--- src/rtl/awmc_prog_ctrl_if.sv ---
`default_nettype none
// ============================================================================
// Module      : awmc_prog_ctrl_if
// Description : Front-panel / driver bundle of the programmable washer sequencer.
// Revision    : 1.0 - initial release
// ============================================================================
interface awmc_prog_ctrl_if;
    logic       start;
    logic       pause;
    logic       lid;
    logic       abort;
    logic [1:0] mode;
    logic [2:0] stage;
    logic       done;
    logic       paused;
    logic       lid_fault;
    logic [2:0] rinse_idx;

    modport master (
        output start, pause, lid, abort, mode,
        input  stage, done, paused, lid_fault, rinse_idx
    );

    modport slave (
        input  start, pause, lid, abort, mode,
        output stage, done, paused, lid_fault, rinse_idx
    );
endinterface
`default_nettype wire

--- src/rtl/awmc_prog_ctrl.sv ---
`default_nettype none
// ============================================================================
// Module      : awmc_prog_ctrl
// Description : Programmable FILL/WASH/RINSE/SPIN sequencer with holds and abort.
// Revision    : 1.0 - initial release
// ============================================================================
module awmc_prog_ctrl #(
    parameter int TW      = 8,
    parameter int T_FILL  = 4,
    parameter int T_WASH  = 8,
    parameter int T_RINSE = 4,
    parameter int N_RINSE = 2,
    parameter int T_SPIN  = 6,
    parameter int T_DRAIN = 3
) (
    input  logic           clk,
    input  logic           reset,
    awmc_prog_ctrl_if.slave bus
);
    localparam logic [1:0] C_MODE_QUICK = 2'd1;
    localparam logic [1:0] C_MODE_HEAVY = 2'd2;
    localparam logic [1:0] C_MODE_RINSE = 2'd3;

    localparam int C_FILL_Q  = ((T_FILL  >> 1) == 0) ? 1 : (T_FILL  >> 1);
    localparam int C_WASH_Q  = ((T_WASH  >> 1) == 0) ? 1 : (T_WASH  >> 1);
    localparam int C_RINSE_Q = ((T_RINSE >> 1) == 0) ? 1 : (T_RINSE >> 1);
    localparam int C_SPIN_Q  = ((T_SPIN  >> 1) == 0) ? 1 : (T_SPIN  >> 1);
    localparam int C_WASH_H  = 2 * T_WASH;

    localparam logic [2:0] C_RLAST_NORM  = 3'(N_RINSE - 1);
    localparam logic [2:0] C_RLAST_HEAVY = 3'(N_RINSE);

    if (T_FILL < 1 || T_WASH < 1 || T_RINSE < 1 || T_SPIN < 1 || T_DRAIN < 1) begin : g_chk_min
        $error("awmc_prog_ctrl: every duration must be at least 1");
    end
    if (N_RINSE < 1 || N_RINSE > 7) begin : g_chk_rinse
        $error("awmc_prog_ctrl: N_RINSE must be in 1..7");
    end
    if (T_FILL >= (1 << TW) || C_WASH_H >= (1 << TW) || T_RINSE >= (1 << TW) ||
        T_SPIN >= (1 << TW) || T_DRAIN >= (1 << TW)) begin : g_chk_width
        $error("awmc_prog_ctrl: a duration does not fit the TW-bit timer");
    end

    typedef enum logic [2:0] {
        ST_IDLE  = 3'd0,
        ST_FILL  = 3'd1,
        ST_WASH  = 3'd2,
        ST_RINSE = 3'd3,
        ST_SPIN  = 3'd4,
        ST_DRAIN = 3'd5,
        ST_DONE  = 3'd6
    } stage_t;

    stage_t          r_stage;
    logic [TW-1:0]   r_timer;
    logic [2:0]      r_rinse_idx;
    logic [1:0]      r_mode;
    logic            r_done;
    logic            r_paused;
    logic            r_lid_fault;
    logic            r_start_lo;   // start was sampled low; cleared by reset so a held start cannot launch

    logic [TW-1:0]   w_dur;
    logic            w_timer_end;
    logic            w_start_edge;
    logic            w_hold;
    logic [2:0]      w_rinse_last;

    assign w_start_edge = bus.start & r_start_lo;
    assign w_hold       = bus.pause | ~bus.lid;
    assign w_timer_end  = (r_timer == (w_dur - TW'(1)));

    always_comb begin
        w_dur = TW'(1);
        case (r_stage)
            ST_FILL:  w_dur = (r_mode == C_MODE_QUICK) ? TW'(C_FILL_Q) : TW'(T_FILL);
            ST_WASH:  w_dur = (r_mode == C_MODE_QUICK) ? TW'(C_WASH_Q) :
                              (r_mode == C_MODE_HEAVY) ? TW'(C_WASH_H) : TW'(T_WASH);
            ST_RINSE: w_dur = (r_mode == C_MODE_QUICK) ? TW'(C_RINSE_Q) : TW'(T_RINSE);
            ST_SPIN:  w_dur = (r_mode == C_MODE_QUICK) ? TW'(C_SPIN_Q) : TW'(T_SPIN);
            ST_DRAIN: w_dur = TW'(T_DRAIN);
            default:  w_dur = TW'(1);
        endcase
    end

    always_comb begin
        w_rinse_last = C_RLAST_NORM;
        if (r_mode == C_MODE_QUICK) begin
            w_rinse_last = 3'd0;
        end else if (r_mode == C_MODE_HEAVY) begin
            w_rinse_last = C_RLAST_HEAVY;
        end
    end

    always_ff @(posedge clk or negedge reset) begin
        if (!reset) begin
            r_stage     <= ST_IDLE;
            r_timer     <= '0;
            r_rinse_idx <= '0;
            r_mode      <= '0;
            r_done      <= 1'b0;
            r_paused    <= 1'b0;
            r_lid_fault <= 1'b0;
            r_start_lo  <= 1'b0;
        end else begin
            r_start_lo  <= ~bus.start;
            r_done      <= 1'b0;
            r_paused    <= 1'b0;
            r_lid_fault <= 1'b0;
            case (r_stage)
                ST_IDLE: begin
                    if (w_start_edge && bus.lid && !bus.abort) begin
                        r_mode      <= bus.mode;
                        r_timer     <= '0;
                        r_rinse_idx <= '0;
                        r_stage     <= (bus.mode == C_MODE_RINSE) ? ST_RINSE : ST_FILL;
                    end
                end
                ST_FILL, ST_WASH, ST_RINSE, ST_SPIN: begin
                    // abort outranks holds and stage completion
                    if (bus.abort) begin
                        r_stage     <= ST_DRAIN;
                        r_timer     <= '0;
                        r_rinse_idx <= '0;
                    end else if (w_hold) begin
                        r_paused    <= bus.pause;
                        r_lid_fault <= ~bus.lid;
                    end else if (w_timer_end) begin
                        r_timer <= '0;
                        if (r_stage == ST_FILL) begin
                            r_stage <= ST_WASH;
                        end else if (r_stage == ST_WASH) begin
                            r_stage <= ST_RINSE;
                        end else if (r_stage == ST_RINSE) begin
                            if (r_rinse_idx == w_rinse_last) begin
                                r_stage     <= ST_SPIN;
                                r_rinse_idx <= '0;
                            end else begin
                                r_rinse_idx <= r_rinse_idx + 3'd1;
                            end
                        end else begin
                            r_stage <= ST_DONE;
                            r_done  <= 1'b1;
                        end
                    end else begin
                        r_timer <= r_timer + TW'(1);
                    end
                end
                ST_DRAIN: begin
                    if (w_timer_end) begin
                        r_stage <= ST_IDLE;
                        r_timer <= '0;
                    end else begin
                        r_timer <= r_timer + TW'(1);
                    end
                end
                ST_DONE: begin
                    if (!bus.start) begin
                        r_stage <= ST_IDLE;
                    end else begin
                        r_done <= 1'b1;
                    end
                end
                default: begin
                    r_stage <= ST_IDLE;
                    r_timer <= '0;
                end
            endcase
        end
    end

    assign bus.stage     = r_stage;
    assign bus.done      = r_done;
    assign bus.paused    = r_paused;
    assign bus.lid_fault = r_lid_fault;
    assign bus.rinse_idx = r_rinse_idx;

endmodule
`default_nettype wire

--- src/flat_wrapper.sv ---
// flat-port wrapper written by rule: the top's interface ports become plain ports
module awmc_prog_ctrl_flat 
#(
    parameter int TW      = 8,
    parameter int T_FILL  = 4,
    parameter int T_WASH  = 8,
    parameter int T_RINSE = 4,
    parameter int N_RINSE = 2,
    parameter int T_SPIN  = 6,
    parameter int T_DRAIN = 3
)
  (clk, reset, bus_start, bus_pause, bus_lid, bus_abort, bus_mode, bus_stage, bus_done, bus_paused, bus_lid_fault, bus_rinse_idx);
  awmc_prog_ctrl_if bus_i ();
  input  logic clk;
  input  logic reset;
  input wire logic [$bits(bus_i.start)-1:0] bus_start;
  input wire logic [$bits(bus_i.pause)-1:0] bus_pause;
  input wire logic [$bits(bus_i.lid)-1:0] bus_lid;
  input wire logic [$bits(bus_i.abort)-1:0] bus_abort;
  input wire logic [$bits(bus_i.mode)-1:0] bus_mode;
  output wire logic [$bits(bus_i.stage)-1:0] bus_stage;
  output wire logic [$bits(bus_i.done)-1:0] bus_done;
  output wire logic [$bits(bus_i.paused)-1:0] bus_paused;
  output wire logic [$bits(bus_i.lid_fault)-1:0] bus_lid_fault;
  output wire logic [$bits(bus_i.rinse_idx)-1:0] bus_rinse_idx;
  assign bus_i.start = bus_start;
  assign bus_i.pause = bus_pause;
  assign bus_i.lid = bus_lid;
  assign bus_i.abort = bus_abort;
  assign bus_i.mode = bus_mode;
  assign bus_stage = bus_i.stage;
  assign bus_done = bus_i.done;
  assign bus_paused = bus_i.paused;
  assign bus_lid_fault = bus_i.lid_fault;
  assign bus_rinse_idx = bus_i.rinse_idx;
  awmc_prog_ctrl #(.TW(TW), .T_FILL(T_FILL), .T_WASH(T_WASH), .T_RINSE(T_RINSE), .N_RINSE(N_RINSE), .T_SPIN(T_SPIN), .T_DRAIN(T_DRAIN)) u_core (.clk(clk), .reset(reset), .bus(bus_i));
endmodule
--- config.mk ---
export PLATFORM = sky130hd
export DESIGN_NAME = awmc_prog_ctrl_flat
export DESIGN_NICKNAME = d
export VERILOG_FILES = /design/src/rtl/awmc_prog_ctrl_if.sv /design/src/rtl/awmc_prog_ctrl.sv /design/src/flat_wrapper.sv
export SDC_FILE = /design/constraint.sdc
export NUM_CORES = 1
export LEC_CHECK = 0
export BUFFER_PORTS_ARGS = -buffer_cell sky130_fd_sc_hd__buf_2
export CORE_UTILIZATION = 40
export CTS_BUF_LIST = sky130_fd_sc_hd__clkbuf_8
export CTS_CLUSTER_DIAMETER = 150
export DETAILED_ROUTE_END_ITERATION = 8
export PLACE_DENSITY = 0.57
export SYNTH_ARGS = -nofsm -noshare
export SYNTH_HDL_FRONTEND = slang
export SYNTH_SLANG_ARGS = --single-unit
--- constraint.sdc ---
create_clock -name clk -period 5.6 [get_ports clk]
set_clock_uncertainty 0.05 [all_clocks]
set_input_delay 0.56 -clock clk [delete_from_list [all_inputs] [get_ports clk]]
set_output_delay 0.56 -clock clk [all_outputs]
set_load 0.005 [all_outputs]
==> reports/results.md <==
| Item | Reported | Unit |
|:---|:---|:---|
| Maximum level of the CTS H-tree | 1 | - |
| Measured slew at the worst slew-check pin | 0.772 | ns |
| Clk Tree Root Cell | sky130_fd_sc_hd__clkbuf_8 | - |
| Seq cells post-synth | 20 | - |
| Flip-flop cell with the highest count after synthesis | sky130_fd_sc_hd__dfrtp_1 | - |
| DRC violation total after the first TritonRoute iteration | 84 | - |
| First-pass GRT wire length | 6130 | um |
| Detail Route Antenna Nets | 0 | - |
| Clock transition at the registers of the reported paths | 0.08 | ns |
| Io pins | 17 | - |
| Worst hold slack | 0.197 | ns |
| Fraction of final layout cells sized beyond drive strength 1 | 16.4 | % |
| Synth cell types | 49 | - |
| Critical path capture point type | flip-flop | - |
| Width of the die | 63.2 | um |
| Number of cells traversed by the worst register-to-register path | 10 | - |
| Initial Utilization | 43.2 | % |
| TritonRoute pass-1 iters | 4 | - |
| Skew-Pair Late Insertion Delay | 0.26 | ns |
| Vias in the first global route | 1317 | - |
| IR Drop Worst-Case VDD | 227 | uV |
| Grt total ovfl | 0 | - |
| Period Utilization, post-route | 57.7 | % |
| Setup Slack @ Placement | 2.39 | ns |
| Number of sinks driven by the clock tree | 20 | - |
| ANT cells | 0 | - |
| Warnings, synthesis | 0 | - |
| Share of synthesized registers carrying an async set or reset | 100 | % |
| Power per cell area | 544 | nW/um^2 |
| Setup Crit Path Kind | reg -> reg | - |
| All-Layer GR Usage | 19.5 | % |
| Post-Route WL | 3610 | um |
| Pins Over Slew Limit | 0 | - |
| Placer's final routability congestion estimate | 0.910 | - |
| Placeable core region | 3470 | sq um |
| Critical path data required time | 5.74 | ns |
| Setup ws final | 2.37 | ns |
| Max Cap Violations | 0 | - |
| Maximum number of buffers from clock root to sink | 2 | - |
| Syn Inst Count | 177 | - |
| Antenna violations before repair | 0 | - |
| Startpoint of the worst setup timing path | u_core.bus.stage[2]$_DFFE_PN0P_ | - |
| Type of the tightest min-delay check | in -> async | - |
| Clock tree from TritonCTS | built | - |
| Run status | complete, no violations | - |
| Inserted Clock Buffers | 3 | - |
| Leakage dissipation | 0.000800 | uW |
| DRC | 0 | - |
| Die outline area | 3990 | sq um |
| Reg2Reg Capture Point | u_core.bus.stage[0]$_DFFE_PN0P_ | - |
| Final HPWL from detailed placement | 2690 | um |
| Setup slack, reg-to-reg | 2.37 | ns |
| CP Max Fanout | 20 | - |
| Via density | 5.91 | - |
| Setup tns final | 0 | ns |
| Pin count of the biggest net entering global routing | 24 | - |
| Vertical die dimension | 63.2 | um |
| Element type at the critical path start | flip-flop | - |
| Via Count | 1388 | - |
| Number of nets produced by synthesis | 190 | - |
| Area Growth Syn to Fin | 11.4 | % |
| CP arrival | 3.37 | ns |
| Final setup violating endpoints | 0 | - |
| Most common cell after layout, fill and taps aside | sky130_fd_sc_hd__dfrtp_1 | - |
| Shortest clock period the worst path allows after layout | 3.23 | ns |
| Count of port buffers added during placement | 16 | - |
| Mean instance size in the synthesized netlist | 8.46 | sq um |
| Number of gates resized after cts | 0 | - |
| Fmax achieved | 0.310 | GHz |
| Post-synth EDFFs | 0 | - |
| Hold-fix buffers at CTS | 0 | - |
| Worst slew margin relative to its limit | 48.4 | % |
| Average routed wire per standard cell | 15.4 | um |
| Unrepaired setup endpoints after global routing | no | - |
| Post-CTS Setup Bufs | 0 | - |
| Net count, final | 203 | - |
| Startpoint of the worst-slack reg-to-reg timing path | u_core.bus.stage[2]$_DFFE_PN0P_ | - |
| Number of hold violations in the final report | 0 | - |
| Number of placement rows | 21 | - |
| Area of the mapped netlist | 1500 | sq um |
| Most used cells in the layout excluding fill and tap cells | 20 x sky130_fd_sc_hd__dfrtp_1, 17 x sky130_fd_sc_hd__nand2_1, 16 x sky130_fd_sc_hd__nor2_1, 16 x sky130_fd_sc_hd__buf_2, 14 x sky130_fd_sc_hd__o21ai_0 | - |
| Sequential element share of the synthesized area | 33.4 | % |
routing by layer:
| metal | up-vias | routed length, um | track usage [%] | part of all wire (%) |
|---|---|---|---|---|
| li1 | 668 | - | - | - |
| met1 | 669 | 1750 | 26.9 | 48 |
| met2 | 43 | 1610 | 30.5 | 44 |
| met3 | 8 | 190 | 4.35 | 5.3 |
| met4 | 0 | 70 | 5.40 | 1.9 |
| met5 | - | 0 | 0 | 0 |
Yosys cell counts (3+ instances only):
library cell,instances,share of area [%]
sky130_fd_sc_hd__a31oi_1,6,2.5
sky130_fd_sc_hd__inv_1,9,2.3
sky130_fd_sc_hd__mux2i_1,4,2.7
sky130_fd_sc_hd__nand3_1,3,1.0
sky130_fd_sc_hd__dfrtp_1,20,33
sky130_fd_sc_hd__and3_1,4,1.7
sky130_fd_sc_hd__a21oi_1,5,1.7
sky130_fd_sc_hd__xor2_1,3,1.8
sky130_fd_sc_hd__nand2_1,17,4.3
sky130_fd_sc_hd__o21ai_0,14,4.7
sky130_fd_sc_hd__clkbuf_1,6,1.5
sky130_fd_sc_hd__xnor2_1,4,2.3
sky130_fd_sc_hd__nor3_1,6,2.0
sky130_fd_sc_hd__mux2_2,5,3.8
sky130_fd_sc_hd__a21o_1,5,2.5
sky130_fd_sc_hd__ha_1,5,4.2
sky130_fd_sc_hd__nor2_1,16,4.0
sky130_fd_sc_hd__nor2b_1,4,1.7
sky130_fd_sc_hd__a22o_1,4,2.3
power by group:
group | internal, uW | switching (uW)
sequential | 174 | 71.4
clock | 95.5 | 51.4
combinational | 225 | 290
total | 495 | 413
metrics by stage:
stage / total power (uW) / util, % / area (sq um) / std cells
2_1_floorplan: 644 / - / 1500 / 177
3_3_place_gp: 745 / 46.0 / 1600 / 231
3_5_place_dp: 757 / 46.0 / 1600 / 231
4_1_cts: 909 / 48.1 / 1670 / 235
5_1_grt: 986 / 48.1 / 1670 / 235
6_report: 908 / 48.1 / 1670 / 235
worst max path at each step:
stage	to	slack (ns)	cells past startpoint
final	u_core.bus.stage[0]$_DFFE_PN0P_	2.37	10
after global routing	u_core.bus.stage[0]$_DFFE_PN0P_	2.15	10
after CTS	u_core.bus.stage[0]$_DFFE_PN0P_	2.36	10
after detailed placement	u_core.bus.stage[0]$_DFFE_PN0P_	2.39	10
after global placement	u_core.bus.stage[0]$_DFFE_PN0P_	2.43	10
after floorplan	u_core.bus.stage[0]$_DFFE_PN0P_	2.55	12
cells by family (layout without fill, tap and decap cells):
logic type	after synthesis	count (layout)	synth area share (%)
multiplexers	9	9	6.43
buffers and inverters	17	29	4.84
AND/OR/NAND/NOR	70	70	25.2
adder cells (fa/ha/maj)	5	5	4.18
AO/OA/AOI/OAI	49	49	21.8
flip-flops	20	20	33.4
XOR/XNOR	7	7	4.09
critical path: stages (launching register included):
cell,delay (ns)
sky130_fd_sc_hd__dfrtp_1,0.70
sky130_fd_sc_hd__or4b_4,0.56
sky130_fd_sc_hd__nand2_1,0.08
sky130_fd_sc_hd__ha_1,0.18
sky130_fd_sc_hd__xor2_1,0.18
sky130_fd_sc_hd__xnor2_1,0.14
sky130_fd_sc_hd__nand4_1,0.12
sky130_fd_sc_hd__a2111o_1,0.54
sky130_fd_sc_hd__a21o_1,0.22
sky130_fd_sc_hd__a221o_1,0.28
sky130_fd_sc_hd__o21ai_1,0.11
registers in the layout, summed over array words and instances (netlist names):
register / flops
u_core.r_timer: 8
u_core.r_start_lo: 1
u_core.bus.lid_fault: 1
u_core.r_mode: 2
u_core.bus.done: 1
u_core.bus.paused: 1
u_core.bus.stage: 3
u_core.bus.rinse_idx: 3
area by class of cell:
type	instances	area (sq um)
Clock inverter	1	30.0
Fill cell	365	1800
Timing Repair Buffer	16	80.1
Sequential cell	20	500
Tap cell	46	57.6
Clock buffer	3	41.3
Inverter	9	33.8
Multi-Input combinational cell	140	925
(Power assumes the default switching activity.)
